`src/rtl/vga_fb_fetch.sv`:
```
// vga_fb_fetch: fetches a framebuffer over AXI4 read bursts into a 64-bit line FIFO
// and unpacks each word into four RGB444 pixels for the display timing path.
module vga_fb_fetch #(
    parameter int BURST_LEN   = 16,
    parameter int FIFO_DEPTH  = 32,
    parameter int FRAME_BEATS = 76800
) (
    input  logic        clock,
    input  logic        resetn,
    input  logic [31:0] io_offset,
    input  logic        frame_start,
    input  logic        io_master_arready,
    output logic        io_master_arvalid,
    output logic [31:0] io_master_araddr,
    output logic [3:0]  io_master_arid,
    output logic [7:0]  io_master_arlen,
    output logic [2:0]  io_master_arsize,
    output logic [1:0]  io_master_arburst,
    output logic        io_master_rready,
    input  logic        io_master_rvalid,
    input  logic [1:0]  io_master_rresp,
    input  logic [63:0] io_master_rdata,
    input  logic        io_master_rlast,
    input  logic [3:0]  io_master_rid,
    input  logic        pix_ready,
    output logic        pix_valid,
    output logic [11:0] pix_data,
    output logic        underflow,
    output logic        rd_err
);
    localparam int AW = $clog2(FIFO_DEPTH);
    localparam int CW = $clog2(FRAME_BEATS + 1);

    typedef enum logic [1:0] {IDLE, ADDR, DATA, DRAIN} state_t;

    state_t         state, state_nx;
    logic [31:0]    base;
    logic [CW-1:0]  fetch_cnt;
    logic           frame_active;
    logic [63:0]    mem [FIFO_DEPTH];
    logic [AW:0]    wr_ptr, rd_ptr, count;
    logic [1:0]     idx;
    logic [63:0]    head;
    logic           push, pop, room, last_beat;
    logic           unused_rid;

    assign io_master_arid    = '0;
    assign io_master_arlen   = 8'(BURST_LEN - 1);
    assign io_master_arsize  = 3'd3;
    assign io_master_arburst = 2'b01;
    assign io_master_arvalid = state == ADDR;
    assign io_master_rready  = state == DATA || state == DRAIN;
    assign io_master_araddr  = base + 32'({fetch_cnt, 3'b000});
    assign unused_rid        = ^io_master_rid;

    assign count     = wr_ptr - rd_ptr;
    assign pix_valid = count != '0;
    assign head      = mem[rd_ptr[AW-1:0]];
    assign pix_data  = pix_valid ? 12'(head >> {idx, 4'b0000}) : '0;
    // A frame restart flushes the FIFO, so beats and pops in that cycle are dropped.
    assign push      = state == DATA && io_master_rvalid && !frame_start;
    assign pop       = pix_ready && pix_valid && idx == 2'd3 && !frame_start;
    assign room      = int'(count) + BURST_LEN <= FIFO_DEPTH;
    assign last_beat = io_master_rvalid && io_master_rlast;

    always_comb begin
        state_nx = state;
        case (state)
            IDLE:  state_nx = (frame_active && room && !frame_start) ? ADDR : IDLE;
            ADDR:  state_nx = io_master_arready ? (frame_start ? DRAIN : DATA)
                                                : (frame_start ? IDLE : ADDR);
            DATA:  state_nx = last_beat ? IDLE : (frame_start ? DRAIN : DATA);
            DRAIN: state_nx = last_beat ? IDLE : DRAIN;
        endcase
    end

    always_ff @(posedge clock or negedge resetn) begin
        if (!resetn) begin
            state        <= IDLE;
            base         <= '0;
            fetch_cnt    <= '0;
            frame_active <= 1'b0;
            wr_ptr       <= '0;
            rd_ptr       <= '0;
            idx          <= '0;
            underflow    <= 1'b0;
            rd_err       <= 1'b0;
        end else begin
            state <= state_nx;
            if (frame_start) begin
                base         <= io_offset;
                fetch_cnt    <= '0;
                frame_active <= 1'b1;
                wr_ptr       <= '0;
                rd_ptr       <= '0;
                idx          <= '0;
                underflow    <= 1'b0;
                rd_err       <= 1'b0;
            end else begin
                if (push) begin
                    wr_ptr       <= wr_ptr + 1'b1;
                    fetch_cnt    <= fetch_cnt + 1'b1;
                    rd_err       <= rd_err | (io_master_rresp != 2'b00);
                    frame_active <= fetch_cnt != CW'(FRAME_BEATS - 1);
                end
                if (pop)
                    rd_ptr <= rd_ptr + 1'b1;
                if (pix_ready && pix_valid)
                    idx <= idx + 1'b1;
                if (pix_ready && !pix_valid)
                    underflow <= 1'b1;
            end
        end
    end

    always_ff @(posedge clock)
        if (push)
            mem[wr_ptr[AW-1:0]] <= io_master_rdata;
endmodule

```
`config.mk`:
```
export PLATFORM = sky130hd
export DESIGN_NAME = vga_fb_fetch
export DESIGN_NICKNAME = d
export VERILOG_FILES = /design/src/rtl/vga_fb_fetch.sv
export SDC_FILE = /design/constraint.sdc
export NUM_CORES = 2
export LEC_CHECK = 0
export ABC_AREA = 1
export CORE_UTILIZATION = 39
export CTS_CLUSTER_SIZE = 28
export DETAILED_ROUTE_END_ITERATION = 8
export GPL_TIMING_DRIVEN = 0
export PLACE_DENSITY = 0.51
export REMOVE_ABC_BUFFERS = 1
export SKIP_LAST_GASP = 1
export SLEW_MARGIN = 10
export SYNTH_ARGS = -nofsm -noshare
export SYNTH_HDL_FRONTEND = slang
export SYNTH_SLANG_ARGS = --single-unit
```
`constraint.sdc`:
```
create_clock -name clock -period 4.21 [get_ports clock]
set_clock_uncertainty 0.15 [all_clocks]
set_input_delay 0.421 -clock clock [delete_from_list [all_inputs] [get_ports clock]]
set_output_delay 0.421 -clock clock [all_outputs]
set_load 0.01 [all_outputs]
```
==> impl_metrics.json <==
{
  "cts.sinks": 1604,
  "grt_usage_pct": 25.21,
  "synth-async-reset-ratio_pct": 4.239,
  "initial_core_util_pct": 39.43,
  "cts_root_buf": "clkbuf_16",
  "maxSlewViolCount": 0,
  "dieWidth_um": 427.7,
  "place_area_mm2": 0.07691,
  "wl_met1_um": 97850,
  "min_period_ps": 4195,
  "p_int_mw": 28.51,
  "max_freq_mhz": 238.4,
  "hp-class": "input pin to flop",
  "critPathCaptureType": "output pin",
  "finalSetupViolCount": 0,
  "die_h_um": 427.7,
  "maxSlewHeadroom_pct": 21.27,
  "wl_met2_um": 110800,
  "grt_max_degree": 94,
  "comb_power_share_pct": 15.5,
  "drt_pass1_iterations": 8,
  "finalHoldViolations": 0,
  "netlist_top_cells_count": "nand2_1, edfxtp_1, nand3_1",
  "grt_pass1_vias": 45850,
  "wl_per_cell_um": 24.21,
  "ys_types": 44,
  "fin_crit_sh_pct": 99.64,
  "synth_area_leaders": "edfxtp_1, nand2_1, nand3_1",
  "power_mw": 38.79,
  "crit_required_ps": 3640,
  "antenna_found_initial": 15,
  "clkPwrFrac_pct": 38.8,
  "yosysTopAreaCell": "edfxtp_1",
  "yosysTopAreaCellShare_pct": 65.28,
  "synthCells": 6879,
  "fill_cells": 16200,
  "regArea_mm2": 0.04785,
  "synthFlopType": "edfxtp_1",
  "drive_gt1_share_pct": 10.41,
  "drc_errors": 0,
  "p_switching_mw": 10.28,
  "crit_arrival_ps": 3620,
  "crit_path_start_kind": "flop",
  "overflow": 0,
  "synth_enable_flop_cells": 1536,
  "clkLatencyLatePin_ps": 810,
  "max-cap-violations": 0,
  "core_area_mm2": 0.1792,
  "crit_type": "flop to output pin",
  "p_sw_share_pct": 26.51,
  "htree_num_levels": 4,
  "cts_tree": "built",
  "yosys_register_bits": 1604,
  "powerDensity_mw_per_mm2": 453.1,
  "synth_area_mm2": 0.07066,
  "nets": 7273,
  "tightest_slew_ps": 1177,
  "leakagePower_nw": 35.29,
  "wl_um": 233200,
  "cts_buffer_depth": 3,
  "routed.top_layer": "met5",
  "grt_pass1_wl_um": 329200,
  "synth.most_common_cell": "nand2_1",
  "clk_pin_slew_worst_paths_ps": 60,
  "avgSynthCellArea_um2": 10.27,
  "timing.hold.ws_ps": 43.43,
  "rsz0062_at_grt": "true",
  "drtAntennaViolNets": 0,
  "viasPerCell": 5.136,
  "io_buffers": 137,
  "ir_drop_uv": 459.4,
  "outcome": "completed",
  "yosysSeqAreaShare_pct": 67.68,
  "design_area_mm2": 0.08561,
  "placementRows": 155,
  "cp_max_fo": 24,
  "fin_ws_ps": 15.13,
  "drtIter0Drc": 5092,
  "multiInputGateArea_mm2": 0.01773,
  "place.gp.congestion": 0.7855,
  "synthToLayoutAreaGrowth_pct": 21.15,
  "die_area_mm2": 0.1829,
  "vias": 49460,
  "power_frac_seq_pct": 45.7,
  "yosysWarnings": 0,
  "wl_met3_um": 16450,
  "io_pins": 175,
  "dp_hpwl_um": 121400,
  "cts_buffers": 178,
  "place_ws_ps": -1191
}
-- area by class of cell --
class	instances	share of cell area (%)
sequential	1604	55.89
multi-input combinational	3874	20.71
timing repair buffer	424	8.688
clock buffer	223	5.599
inverter	1044	4.699
tap	2355	3.442
clock inverter	93	0.8667
timing repair inverter	8	0.09062
antenna	5	0.01462
-- layout by cell type, fill, tap and decap left out, types with 22 or more instances in the layout --
| master | synthesis | final |
|---|---|---|
| dlygate4sd3_1 | 0 | 22 |
| nand2_1 | 2196 | 2182 |
| clkinv_2 | 0 | 25 |
| inv_1 | 1039 | 1037 |
| buf_12 | 0 | 101 |
| buf_16 | 0 | 80 |
| edfxtp_1 | 1536 | 1536 |
| bufbuf_16 | 0 | 37 |
| clkbuf_1 | 116 | 37 |
| or2_2 | 120 | 120 |
| dfrtp_1 | 68 | 61 |
| nor2_4 | 1 | 43 |
| ha_1 | 29 | 27 |
| nor2_1 | 84 | 40 |
| clkinv_1 | 1 | 42 |
| nand3_1 | 1240 | 1219 |
| clkdlybuf4s50_1 | 0 | 122 |
| buf_4 | 48 | 37 |
| a21oi_1 | 45 | 36 |
| o21ai_0 | 35 | 35 |
| xor2_1 | 23 | 23 |
| clkbuf_16 | 0 | 191 |
-- routing by layer --
layer,up-vias,track usage (%)
met5,-,0
met1,24250,34.04
li1,23030,-
met2,1732,41.10
met4,8,8.808
met3,440,4.142
-- repair_timing --
action                     CTS  global route
pin swaps                   13            17
setup buffers               48             7
hold buffers                23             0
gates cloned                64             5
gates resized for setup    126            28
hold endpoints to repair    94             0
setup endpoints to repair   22            17
-- metrics by stage --
step | cells | util, % | setup TNS (ps)
4_1_cts | 9613 | 47.63 | -92.19
6_report | 9630 | 47.77 | 0
3_5_place_dp | 9163 | 42.92 | -22440
3_3_place_gp | 9014 | 40.85 | -
2_1_floorplan | 6522 | - | -526870
5_1_grt | 9629 | 47.77 | -232.5
-- logic make-up (layout without fill, tap and decap cells) --
kind of cell    after synthesis  in the layout  synth area share (%)
xor+xnor                     32             32                0.3966
flops                      1604           1604                 67.68
simple gates               3682           3682                 22.33
other cells                   2             22               0.01063
fa+ha+maj                    30             30                0.5418
compound gates              113            113                0.9066
buf+inv                    1416           1792                 8.129
-- power by group through the flow --
| stage | registers, mW | logic (mW) | clock network, mW |
|---|---|---|---|
| 2_1_floorplan | 18.3 | 3.29 | 0 |
| 3_3_place_gp | 18.6 | 4.51 | 0 |
| 3_5_place_dp | 18.1 | 4.86 | 0 |
| 4_1_cts | 17.7 | 5.95 | 15.3 |
| 5_1_grt | 17.7 | 6.50 | 15.9 |
| 6_report | 17.7 | 6.02 | 15.1 |
-- path summary, 6_finish.rpt --
kind	slack (ps)	cells after the start	start	endpoint
min in group asynchronous	510	4	resetn	base[31]
worst max-delay path	20	15	rd_ptr[0]	pix_data[1]
worst min-delay path	40	3	io_offset[12]	base[12]
worst min register to register	330	2	base[17]	base[17]
worst max register to register	180	8	state[0]	mem[1][26]
max in group asynchronous	3120	4	resetn	idx[0]
-- state kept, by name, summed over array words and instances (netlist names) --
| signal | flops |
|---|---|
| base | 32 |
| fetch_cnt | 17 |
| frame_active | 1 |
| idx | 2 |
| mem | 1536 |
| rd_err | 1 |
| rd_ptr | 6 |
| state | 2 |
| underflow | 1 |
| wr_ptr | 6 |
-- worst max-delay path: stages (launching register included) --
cell and delay, ps:
dfrtp_4 510, buf_16 190, buf_16 180, clkinv_8 130, buf_6 190, bufbuf_16 330, nand2_1 70, nand3_1 70
nand2_1 60, nand2_1 70, nand3_1 80, nand3_1 130, nand3_2 170, a21oi_4 250, nor2_4 70, dlygate4sd2_1 280
No activity file was read; power rests on OpenSTA's default activity.
